**src/rtl/nx_fifo_pkg.sv**
```systemverilog
// Shared constants and width helpers for the NanoXplore block-RAM FIFO controller.
package nx_fifo_pkg;

    localparam int RAM_ADDR_W = 16;
    localparam int RAM_DATA_W = 24;

    // Users derive their pointer/count typedefs from these so widths stay tied to ADDR_W.
    function automatic int ptr_w(input int addr_w);
        return addr_w + 1;
    endfunction

    function automatic int cnt_w(input int addr_w);
        return addr_w + 2;
    endfunction

    function automatic int skid_depth(input int rd_lat);
        return rd_lat + 2;
    endfunction

    function automatic int idx_w(input int n);
        return (n <= 2) ? 1 : $clog2(n);
    endfunction

endpackage

```
**src/rtl/nx_fifo_skid.sv**
```systemverilog
// First-word-fall-through register FIFO that absorbs RAM read returns.
module nx_fifo_skid
    import nx_fifo_pkg::*;
#(
    parameter  int DATA_W = 24,
    parameter  int DEPTH  = 3,
    localparam int CNT_W  = $clog2(DEPTH + 1)
) (
    input  logic              i_clk,
    input  logic              i_rst_n,
    input  logic              i_clear,
    input  logic              i_push,
    input  logic [DATA_W-1:0] i_data,
    input  logic              i_err,
    output logic              o_valid,
    input  logic              i_ready,
    output logic [DATA_W-1:0] o_data,
    output logic              o_err,
    output logic [CNT_W-1:0]  o_cnt
);
    localparam int IDX_W = idx_w(DEPTH);
    typedef logic [IDX_W-1:0] idx_t;

    logic [DATA_W-1:0] r_data [DEPTH];
    logic [DEPTH-1:0]  r_err;
    idx_t              r_rd;
    idx_t              r_wr;
    logic [CNT_W-1:0]  r_cnt;
    logic              w_pop;

    function automatic idx_t bump(input idx_t i);
        return (i == idx_t'(DEPTH - 1)) ? '0 : i + idx_t'(1);
    endfunction

    assign o_valid = (r_cnt != '0);
    assign w_pop   = o_valid && i_ready;
    assign o_data  = r_data[r_rd];
    assign o_err   = o_valid && r_err[r_rd];
    assign o_cnt   = r_cnt;

    always_ff @(posedge i_clk or negedge i_rst_n) begin
        if (!i_rst_n) begin
            r_rd  <= '0;
            r_wr  <= '0;
            r_cnt <= '0;
            r_err <= '0;
            for (int k = 0; k < DEPTH; k++) r_data[k] <= '0;
        end else if (i_clear) begin
            r_rd  <= '0;
            r_wr  <= '0;
            r_cnt <= '0;
        end else begin
            if (i_push) begin
                r_data[r_wr] <= i_data;
                r_err[r_wr]  <= i_err;
                r_wr         <= bump(r_wr);
            end
            if (w_pop) r_rd <= bump(r_rd);
            r_cnt <= r_cnt + CNT_W'(i_push) - CNT_W'(w_pop);
        end
    end

    // The upstream credit rule guarantees a free slot for every returning word.
    always_ff @(posedge i_clk) begin
        if (i_rst_n && !i_clear && i_push && !w_pop)
            assert (r_cnt < CNT_W'(DEPTH));
    end

endmodule

```
**src/rtl/nx_ram_fifo_ctrl.sv**
```systemverilog
// FIFO controller driving a NanoXplore dual-port block RAM (A write, B read) with a prefetch skid buffer.
module nx_ram_fifo_ctrl
    import nx_fifo_pkg::*;
#(
    parameter int DATA_W    = 24,
    parameter int ADDR_W    = 11,
    parameter int RD_LAT    = 1,
    parameter int AFULL_TH  = 2**ADDR_W - 4,
    parameter int AEMPTY_TH = 4
) (
    input  logic                  CK,
    input  logic                  RN,
    input  logic                  FLUSH,
    input  logic                  W_VALID,
    output logic                  W_READY,
    input  logic [DATA_W-1:0]     W_DATA,
    output logic                  R_VALID,
    input  logic                  R_READY,
    output logic [DATA_W-1:0]     R_DATA,
    output logic                  R_ERR,
    output logic [ADDR_W+1:0]     COUNT,
    output logic                  AFULL,
    output logic                  AEMPTY,
    output logic [7:0]            CORR_CNT,
    output logic [RAM_ADDR_W-1:0] AA,
    output logic                  ACS,
    output logic                  AWE,
    output logic [RAM_DATA_W-1:0] AI,
    output logic [RAM_ADDR_W-1:0] BA,
    output logic                  BCS,
    output logic                  BWE,
    input  logic [RAM_DATA_W-1:0] BO,
    input  logic                  BCOR,
    input  logic                  BERR
);
    localparam int PTR_W   = ptr_w(ADDR_W);
    localparam int CNT_W   = cnt_w(ADDR_W);
    localparam int SKID_D  = skid_depth(RD_LAT);
    localparam int SKID_CW = $clog2(SKID_D + 1);

    typedef logic [PTR_W-1:0] ptr_t;
    typedef logic [CNT_W-1:0] cnt_t;

    localparam ptr_t OCC_FULL = ptr_t'(2**ADDR_W);

    ptr_t               r_wptr;
    ptr_t               r_rptr;
    ptr_t               w_ram_occ;
    cnt_t               r_count;
    cnt_t               w_count_nxt;
    logic [RD_LAT-1:0]  r_pipe;
    logic [7:0]         r_corr;
    logic               r_afull;
    logic               r_aempty;
    logic               w_wr;
    logic               w_issue;
    logic               w_pop;
    logic               w_capture;
    logic               w_skid_valid;
    logic               w_skid_err;
    logic [SKID_CW-1:0] w_skid_cnt;
    int                 w_inflight;

    // Gating with RN holds W_READY low throughout reset and frees it as soon as RN rises.
    assign w_ram_occ = r_wptr - r_rptr;
    assign W_READY   = RN && (w_ram_occ != OCC_FULL) && !FLUSH;
    assign w_wr      = W_VALID && W_READY;
    assign R_VALID   = w_skid_valid && !FLUSH;
    assign R_ERR     = w_skid_err && R_VALID;
    assign w_pop     = R_VALID && R_READY;
    assign w_capture = r_pipe[RD_LAT-1] && !FLUSH;

    always_comb begin
        w_inflight = 0;
        for (int k = 0; k < RD_LAT; k++) w_inflight = w_inflight + int'(r_pipe[k]);
    end

    // A read is launched only if its return is guaranteed a skid slot.
    assign w_issue = (w_ram_occ != '0) && !FLUSH &&
                     ((int'(w_skid_cnt) + w_inflight - int'(w_pop)) < SKID_D);

    assign w_count_nxt = FLUSH ? '0 : (r_count + cnt_t'(w_wr) - cnt_t'(w_pop));

    assign ACS = w_wr;
    assign AWE = w_wr;
    assign AA  = RAM_ADDR_W'(r_wptr[ADDR_W-1:0]);
    assign AI  = RAM_DATA_W'(W_DATA);
    assign BCS = w_issue;
    assign BWE = 1'b0;
    assign BA  = RAM_ADDR_W'(r_rptr[ADDR_W-1:0]);

    assign COUNT    = r_count;
    assign AFULL    = r_afull;
    assign AEMPTY   = r_aempty;
    assign CORR_CNT = r_corr;

    always_ff @(posedge CK or negedge RN) begin
        if (!RN) begin
            r_wptr   <= '0;
            r_rptr   <= '0;
            r_pipe   <= '0;
            r_count  <= '0;
            r_corr   <= '0;
            r_afull  <= 1'b0;
            r_aempty <= 1'b1;
        end else begin
            r_count  <= w_count_nxt;
            r_afull  <= int'(w_count_nxt) >= AFULL_TH;
            r_aempty <= int'(w_count_nxt) <= AEMPTY_TH;
            if (w_capture && BCOR && (r_corr != 8'hFF)) r_corr <= r_corr + 8'd1;
            if (FLUSH) begin
                r_wptr <= '0;
                r_rptr <= '0;
                r_pipe <= '0;
            end else begin
                if (w_wr)    r_wptr <= r_wptr + ptr_t'(1);
                if (w_issue) r_rptr <= r_rptr + ptr_t'(1);
                r_pipe[0] <= w_issue;
                for (int k = 1; k < RD_LAT; k++) r_pipe[k] <= r_pipe[k-1];
            end
        end
    end

    nx_fifo_skid #(
        .DATA_W (DATA_W),
        .DEPTH  (SKID_D)
    ) u_skid (
        .i_clk   (CK),
        .i_rst_n (RN),
        .i_clear (FLUSH),
        .i_push  (w_capture),
        .i_data  (BO[DATA_W-1:0]),
        .i_err   (BERR),
        .o_valid (w_skid_valid),
        .i_ready (R_READY && !FLUSH),
        .o_data  (R_DATA),
        .o_err   (w_skid_err),
        .o_cnt   (w_skid_cnt)
    );

endmodule

```
**config.mk**
```make
export PLATFORM = sky130hd
export DESIGN_NAME = nx_ram_fifo_ctrl
export DESIGN_NICKNAME = d
export VERILOG_FILES = /design/src/rtl/nx_fifo_pkg.sv /design/src/rtl/nx_fifo_skid.sv /design/src/rtl/nx_ram_fifo_ctrl.sv
export SDC_FILE = /design/constraint.sdc
export NUM_CORES = 1
export LEC_CHECK = 0
export BUFFER_PORTS_ARGS = -buffer_cell sky130_fd_sc_hd__buf_4
export CORE_MARGIN = 5
export CORE_UTILIZATION = 28
export CTS_BUF_LIST = sky130_fd_sc_hd__clkbuf_8
export DETAILED_ROUTE_END_ITERATION = 8
export PLACE_DENSITY = 0.51
export SYNTH_ARGS = -nofsm -noshare
export SYNTH_HDL_FRONTEND = slang
export SYNTH_SLANG_ARGS = --single-unit
export TNS_END_PERCENT = 100
```
**constraint.sdc**
```tcl
create_clock -name CK -period 6.7 [get_ports CK]
set_input_delay 0 -clock CK [delete_from_list [all_inputs] [get_ports CK]]
set_output_delay 0 -clock CK [all_outputs]
set_load 0.02 [all_outputs]
```
* After elaboration in Yosys (flattened, before gate mapping)
Index checks and enable logic that the tools add are counted.
Storage, ports and cells: RAM bits 0, logic and storage cells 90, bits in latches 0, output and inout bits 110, bits in registers 129, memories kept 0, input port bits 55, bits in read-only memories 0
Operators by class: shift operators 0, $lt $le $gt $ge 9, equal/unequal tests 4, reduce and logical (&&, ||, !) cells 24, $mul 0, add/subtract/negate cells 12, muxes and demuxes 24, divide/modulo/power cells 0, bitwise operators 3
Operator list (number):
- $bwmux 72 | 1
- $mux 24 | 3
- $bmux 24 s2 | 1
- $demux 24 s2 | 1
- $mux 12 | 4
- $add 12x1->12 const B | 2
- $logic_and 1x1->1 | 16
- $mux 2 | 7
- $add 13x1->13 | 1
- $ge 13x11->1 const B | 1
- $le 13x3->1 const B | 1
- $mux 13 | 1
- $sub 13x1->13 | 1
- $ne 12x12->1 const B | 1
- $reduce_bool 12->1 | 1
- $sub 12x12->12 | 1
- $reduce_bool 2->1 | 5
- $add 8x1->8 const B | 1
- $ne 8x8->1 const B | 1
- $ge 3x3->1 const B | 2
- $lt 2x3->1 const B | 2
- $not 2->3 | 2
- $add 2x1->2 const B | 2
- $eq 2x2->1 const B | 2
- other kinds (14) | 16

* Depth between registers and ports, before layout
Gate-level depths: netlist of run 1.
word-level depth 9, gate-level depth with buffers 22, depth with buffers taken out 21

* Cells and area by module
A second synthesis of run 1 with hierarchy kept.
Second synthesis, totals: cells, all modules 723, area, all modules 7583.5 um2
Modules (own cells, without submodules):
- nx_ram_fifo_ctrl | cells each 447, area each 3915.0 um2, times used 1
- nx_fifo_skid | cells each 276, area each 3668.5 um2, times used 1

* Least setup slack after synthesis of run 1
OpenSTA, ideal clock, no wires.
path kind register to register, from register r_rptr[1], to register r_aempty (netlist: AEMPTY), stages on the path, launching flop included 23, library setup time 0.101 ns, setup slack 1.172 ns, arrival time 5.427 ns, cell sequence dfrtp_1 inv_1 ha_1 and2b_1 o221ai_2 a2111oi_4 nor4_1 a311oi_4 nor3_2 buf_6 or3_2 ha_1 inv_1 ha_1 fa_1 a211oi_1 o21ai_0 a311oi_1 nor2_1 xnor2_1 nor2_1 or4_1 nor4b_1
On the way: word-level cells in the longest chain between the ends 9
Ends and longest elaborated chain:
- start: declaration | RTL line nx_ram_fifo_ctrl.sv:47 | ptr_t r_rptr;
- start signal: assignment | RTL line nx_ram_fifo_ctrl.sv:117 | if (w_issue) r_rptr <= r_rptr + ptr_t'(1);
- $sub 12x12->12 | RTL line nx_ram_fifo_ctrl.sv:65 | assign w_ram_occ = r_wptr - r_rptr;
- $ne 12x12->1 | RTL line nx_ram_fifo_ctrl.sv:66 | assign W_READY = RN && (w_ram_occ != OCC_FULL) && !FLUSH;
- $logic_and 1x1->1 (2 in a row) | RTL line nx_ram_fifo_ctrl.sv:66
- $logic_and 1x1->1 | RTL line nx_ram_fifo_ctrl.sv:67 | assign w_wr = W_VALID && W_READY;
- $add 13x1->13 | RTL line nx_ram_fifo_ctrl.sv:82 | assign w_count_nxt = FLUSH ? '0 : (r_count + cnt_t'(w_wr) - cnt_t'(w_pop));
- $sub 13x1->13 | RTL line nx_ram_fifo_ctrl.sv:82
- $mux 13 | RTL line nx_ram_fifo_ctrl.sv:82
- named net w_count_nxt[8] | RTL line nx_ram_fifo_ctrl.sv:50 | cnt_t w_count_nxt;
- $le 13x3->1 | RTL line nx_ram_fifo_ctrl.sv:109 | r_aempty <= int'(w_count_nxt) <= AEMPTY_TH;
- end signal: assignment | RTL line nx_ram_fifo_ctrl.sv:105 | r_aempty <= 1'b1;
- end signal: assignment | RTL line nx_ram_fifo_ctrl.sv:109
- end: declaration | RTL line nx_ram_fifo_ctrl.sv:54 | logic r_aempty;
The timed path passes the listed nets, and every way through them passes these cells. A chain may end at the register's enable or synchronous reset.

* Worst setup path in the final report of run 1
Ends and elaborated chain as after synthesis.

==> results of run 1 <==
[state kept, by name (all words and copies together), names as in the netlist, 2 cells and up]
name / count
u_skid.r_rd: 2
CORR_CNT: 8
u_skid.r_wr: 2
COUNT: 13
u_skid.r_err: 3
u_skid.r_data: 72
r_rptr: 12
r_wptr: 12
u_skid.o_cnt: 2
[worst max path at each step]
stage,startpoint,to,slack (ns),depth (start not counted)
2_1_floorplan,r_rptr[1]$_DFFE_PN0P_,AEMPTY$_DFF_PN1_,1.17,22
3_3_place_gp,r_rptr[1]$_DFFE_PN0P_,AEMPTY$_DFF_PN1_,0.97,21
3_5_place_dp,r_rptr[1]$_DFFE_PN0P_,AEMPTY$_DFF_PN1_,0.81,21
4_1_cts,r_rptr[1]$_DFFE_PN0P_,AEMPTY$_DFF_PN1_,0.77,21
5_1_grt,r_rptr[1]$_DFFE_PN0P_,AEMPTY$_DFF_PN1_,0.27,21
6_report,r_rptr[1]$_DFFE_PN0P_,AEMPTY$_DFF_PN1_,0.85,21
[metrics by stage]
stage	area, µm²	hold slack (ns)
after global placement	8270	0.000137
after detailed placement	8270	0.000137
after global routing	8930	0.0000303
after floorplan	7530	-0.296
final	8930	0.00000642
after CTS	8930	0.000137
[worst max-delay path: cells and delay by family, from the launching register on]
kind	cells	cell delay (ns)
XOR/XNOR	1	0.15
buffers and inverters	2	0.10
flip-flops	1	0.44
AO/OA/AOI/OAI	6	1.94
AND/OR/NAND/NOR	8	1.90
adder cells (fa/ha/maj)	4	1.21
[cell type report]
type | instances | area share (%)
Clock inverter | 15 | 1.65
Sequential cell | 129 | 36.2
Multi-Input combinational cell | 474 | 40.4
Timing Repair Buffer | 141 | 12.7
Tap cell | 335 | 4.69
Inverter | 43 | 1.81
Clock buffer | 17 | 2.62
[power by group]
group          leakage (nW)  internal (mW)  switching [mW]
registers              1.65           1.06           0.165
clock network         0.186          0.305           0.366
logic                  2.05          0.841           0.997
total                  3.89           2.20            1.53
[cell families after synthesis]
group / synth area share [%]
buffers and inverters: 9.42
muxes: 15.5
xor gates and xnor gates: 2.81
other: 0.0501
DFF: 43.1
and+or+nand+nor: 11.0
adders and majority gates: 5.88
AOI/OAI and AO/OA: 12.2
[routing by layer]
layer	up-vias	global-route usage [%]	wire length, µm
li1	2654	-	-
met1	2616	16.0	8390
met2	123	20.1	8420
met3	16	3.32	1040
met4	0	3.23	194
met5	-	0	0
[cells in the final DEF (no fill, tap or decap), types with 4 or more instances in the layout]
cell type and instances:
a211oi_1 5, a21o_1 5, a21oi_1 33, buf_4 112, clkbuf_8 17, clkinvlp_4 4, conb_1 11, dfrtp_1 128
dlygate4sd3_1 28, ha_1 32, inv_1 44, inv_6 7, mux2_2 79, mux2i_1 27, nand2_1 47, nand3_1 7
nand4_1 8, nor2_1 44, nor2b_1 7, nor3_1 8, o21ai_0 42, o31ai_1 13, or3_1 9, or4_1 11
xnor2_1 15, xor2_1 9
==> metrics.csv, run 1 <==
stage,metric,value,unit
logic_synthesis,ys_seq_elements,129,
timing,fin_crit_sh,87.3,%
clock_network,cts_buffer_depth,2,
logic_synthesis,ys.flop_type,dfrtp_1,
timing,tightest_slew,0.858,ns
global_routing,grt_max_degree,74,
critical_path,worstPathCellList,inv_1 > ha_1 > and2b_1 > o221ai_2 > a2111oi_4 > nor4_1 > a311oi_4 > nor3_2 > or3_2 > ha_1 > inv_1 > ha_1 > fa_1 > a211oi_1 > o21ai_0 > a311oi_1 > nor2_1 > xnor2_1 > nor2_1 > or4_1 > nor4b_1,
timing,setup_tns,0,ns
logic_synthesis,synth_cell_types,63,
detailed_routing,ant_nets,0,
critical_path,path_class,reg2reg,
logic_synthesis,netlist.area_leader.share,42.8,%
clock_network,clkTransAtPathRegs,0.08,ns
logic_synthesis,yosysTopAreaCell,dfrtp_1,
logic_synthesis,yosysMostFrequentCell,dfrtp_1,
clock_network,cts-resized-gates,0,
critical_path,cp_max_fo,6,
global_routing,grt_util_all_layers,12.3,%
min_path,min-delay-start,W_DATA[17],
run,cap_violations,0,
place,hpwl,12.3,mm
logic_synthesis,synth_cells,717,
timing,hold_viol,0,
outcome,outcome,finished clean,
layout,drive_gt1_share,29.7,%
critical_path,cp-start-kind,flop,
clock_network,cts_root_buf,clkbuf_8,
global_routing,antenna_found_initial,0,
critical_path,regToRegEndpoint,AEMPTY$_DFF_PN1_,
clock_network,htree_levels,4,
power,p_total,3.73,mW
layout,seqCellArea,3230,µm²
critical_path,crit_required,7.04,ns
logic_synthesis,synth-edff-count,0,
critical_path,reg2reg_depth,21,
place,dp_slack,0.809,ns
clock_network,post_cts_buffers,0,
floorplanning,row_count,59,
detailed_routing,drc,0,
detailed_routing,vias,5409,
power,leakage,3.89,nW
global_routing,grt_pass1_wl,30.2,mm
logic_synthesis,ys_async_sr_fraction,100,%
clock_network,clock_latency,0.45,ns
detailed_routing,wirelength,18.0,mm
layout,finish.utilization,34.1,%
place,place_inst,1094,
timing,max_freq,171,MHz
clock_network,numCtsBuffers,17,
floorplanning,core,26200,µm²
power,cellPowerDensity,418,nW/µm²
min_path,min_path_type,in2out,
logic_synthesis,synth.area.top_cells,"dfrtp_1 43%, mux2_2 12%, buf_4 5.8%, ha_1 5.3%, mux2i_1 3.6%",
min_path,hold_depth,0,
detailed_routing,avgViaCountPerCell,4.69,
critical_path,crit_path_end_kind,flop,
clock_network,cts_hold_buf,28,
timing,fin_ws,0.849,ns
clock_network,clkSinkCount,129,
layout,layout.cells.non_filler,1154,
floorplanning,initial_core_util,28.6,%
logic_synthesis,synth.top_cells.by_count,"128 x dfrtp_1, 79 x mux2_2, 58 x buf_4",
floorplanning,ios,165,
layout,nNetsFinal,895,
timing,rsz0062_at_grt,no,
critical_path,reg2reg_from,r_rptr[1]$_DFFE_PN0P_,
global_routing,grt_pass1_vias,5624,
detailed_routing,avgRoutedWirePerCell,15.6,µm
floorplanning,die-area,30100,µm²
clock_network,cts_tree,built,
logic_synthesis,syn_area_per_cell,10.4,µm²
critical_path,cpMaxStageDelayCell,or4_1,
logic_synthesis,ys.warnings.count,0,
power,ir_drop,0.000226,V
layout,area_delta_synth_final,19.3,%
timing,finalMaxSlewViolations,0,
layout,multi_input_area,3610,µm²
min_path,hold_end,AI[17],
place,io_buffers,105,
critical_path,crit_top_cell,ha_1,
timing,min_period,5.85,ns
detailed_routing,firstDrtPassIters,4,
global_routing,gr-total-overflow,0,
layout,nFillCells,2698,
timing,setup_viol,0,
logic_synthesis,synth_area,7490,µm²
critical_path,crit_arrival,6.19,ns
timing,finalClockSkew,0.0141,ns
logic_synthesis,seq_area_frac_synth,43.1,%
floorplanning,die_width,174,µm
timing,slew_headroom,42.8,%
critical_path,r2r_slack,0.85,ns
place,gp_congestion,0.798,
layout,diodes,0,
detailed_routing,drt_iter0_drc,225,
critical_path,crit_path_max_incr_delay,0.53,ns
floorplanning,die_h,174,µm
Note: power is estimated with default switching activity, not from simulation.
==> run 2: changes to the inputs <==
- HOLD_SLACK_MARGIN: default -> 0.05
==> run 2 against run 1 <==
Clock skew about the same. Critical path depth stayed put. Flip-flop and latch count is the same. Clock power barely moved.
==> metrics.csv, run 2 (synthesis results as in run 1) <==
stage,metric,value,unit
clock_network,clkTransAtPathRegs,0.09,ns
detailed_routing,drc,0,
floorplanning,die_width,174,µm
critical_path,reg2reg_from,r_rptr[1]$_DFFE_PN0P_,
timing,tightest_slew,0.861,ns
detailed_routing,avgRoutedWirePerCell,15.6,µm
clock_network,clock_latency,0.45,ns
power,cellPowerDensity,408,nW/µm²
layout,nFillCells,2674,
power,switchingPower,1.54,mW
power,clock_power_share,17.8,%
critical_path,crit_required,7.04,ns
power,p_total,3.76,mW
timing,min_period,5.86,ns
critical_path,reg2reg_depth,21,
power,sequentialPowerShare,32.6,%
global_routing,grt_pass1_wl,30.5,mm
layout,largest_reg_flops,72,
power,internal-power,2.21,mW
run,cap_violations,0,
timing,setup_tns,0,ns
clock_network,cts_root_buf,clkbuf_8,
timing,max_freq,171,MHz
floorplanning,die_h,174,µm
global_routing,grt_util_all_layers,12.4,%
layout,final_cell_mix,"128 x dfrtp_1, 112 x buf_4, 79 x mux2_2",
timing,slew_headroom,42.6,%
power,ir_drop,0.000226,V
layout,final_common_cell,dfrtp_1,
detailed_routing,drt_iter0_drc,241,
layout,top_register,u_skid.r_data,
detailed_routing,vias,5548,
power,swShare,41.0,%
global_routing,antenna_found_initial,0,
critical_path,r2r_slack,0.84,ns
critical_path,regToRegEndpoint,AEMPTY$_DFF_PN1_,
place,dp_slack,0.809,ns
clock_network,htree_levels,4,
layout,seqCellArea,3230,µm²
critical_path,crit_path_end_kind,flop,
detailed_routing,wirelength,18.4,mm
detailed_routing,avgViaCountPerCell,4.70,
floorplanning,initial_core_util,28.6,%
layout,area_delta_synth_final,22.8,%
clock_network,clkSinkCount,129,
global_routing,gr-total-overflow,0,
timing,hold_viol,0,
detailed_routing,ant_nets,0,
global_routing,grt_pass1_vias,5727,
critical_path,cp_max_fo,6,
clock_network,cts_tree,built,
timing,fin_crit_sh,87.4,%
layout,nNetsFinal,921,
layout,multi_input_area,3610,µm²
place,hpwl,12.3,mm
clock_network,cts_buffer_depth,2,
layout,diodes,0,
timing,rsz0062_at_grt,no,
layout,drive_gt1_share,28.8,%
floorplanning,row_count,59,
floorplanning,core,26200,µm²
global_routing,grt_max_degree,74,
place,io_buffers,105,
power,p_comb_share,49.6,%
clock_network,numCtsBuffers,17,
detailed_routing,firstDrtPassIters,4,
timing,setup_viol,0,
place,gp_congestion,0.798,
critical_path,cp-start-kind,flop,
timing,finalMaxSlewViolations,0,
timing,fin_ws,0.843,ns
floorplanning,ios,165,
min_path,min_path_type,in2async,
critical_path,path_class,reg2reg,
floorplanning,die-area,30100,µm²
critical_path,crit_arrival,6.20,ns
outcome,outcome,finished clean,
power,leakage,4.00,nW
timing,finalClockSkew,0.0144,ns
run 2: cell types whose count changed in the layout (fill, tap and decap cells not counted):
cell	delta
dlygate4sd3_1	+26
run 2: layout make-up:
cell class | instances | area share (%)
multi-input combinational | 474 | 39.3
sequential | 129 | 35.1
timing repair buffer | 167 | 15.1
tap | 335 | 4.56
clock buffer | 17 | 2.55
inverter | 43 | 1.76
clock inverter | 15 | 1.61
run 2: worst max path at each step:
stage / startpoint / endpoint / depth (start not counted)
3_3_place_gp: r_rptr[1]$_DFFE_PN0P_ / AEMPTY$_DFF_PN1_ / 21
5_1_grt: r_rptr[1]$_DFFE_PN0P_ / AEMPTY$_DFF_PN1_ / 21
3_5_place_dp: r_rptr[1]$_DFFE_PN0P_ / AEMPTY$_DFF_PN1_ / 21
6_report: r_rptr[1]$_DFFE_PN0P_ / AEMPTY$_DFF_PN1_ / 21
4_1_cts: r_rptr[1]$_DFFE_PN0P_ / AEMPTY$_DFF_PN1_ / 21
2_1_floorplan: r_rptr[1]$_DFFE_PN0P_ / AEMPTY$_DFF_PN1_ / 22
run 2: what timing repair did:
| action | in CTS | in global routing |
|---|---|---|
| gates resized for setup | 0 | 0 |
| hold endpoints to repair | 179 | 0 |
| setup buffers | 0 | 0 |
| hold buffers | 54 | 0 |
run 2: metal layers:
metal  up-vias  share of wire [%]  track usage (%)
met4         0                1.0             3.09
li1       2709                  -                -
met1      2676                 46             16.0
met2       147                 47             20.5
met5         -                  0                0
met3        16                6.0             3.47
run 2: metrics by stage:
stage               std cells  util, %  cell area [µm²]  hold slack, ns
floorplan                 727        -             7530          -0.296
global placement         1094     31.6             8270        0.000137
detailed placement       1094     31.6             8270        0.000137
CTS                      1180     35.1             9190           0.130
global route             1180     35.1             9190           0.190
finish                   1180     35.1             9190           0.133
run 2: critical path: stages (launching register included):
cell and delay, ns:
dfrtp_1 0.44, inv_1 0.06, ha_1 0.29, and2b_1 0.20
o221ai_2 0.17, a2111oi_4 0.48, nor4_1 0.14, a311oi_4 0.48
nor3_2 0.09, or3_2 0.44, ha_1 0.29, inv_1 0.04
ha_1 0.20, fa_1 0.43, a211oi_1 0.30, o21ai_0 0.16
a311oi_1 0.35, nor2_1 0.11, xnor2_1 0.15, nor2_1 0.08
or4_1 0.54, nor4b_1 0.31
run 2: power by group through the flow:
stage | sequential (mW) | combinational [mW] | clock, mW
final | 1.22 | 1.86 | 0.670
after global routing | 1.27 | 2.07 | 0.736
after CTS | 1.23 | 1.89 | 0.697
after detailed placement | 1.24 | 1.85 | 0
after global placement | 1.23 | 1.85 | 0
after floorplan | 1.25 | 1.31 | 0
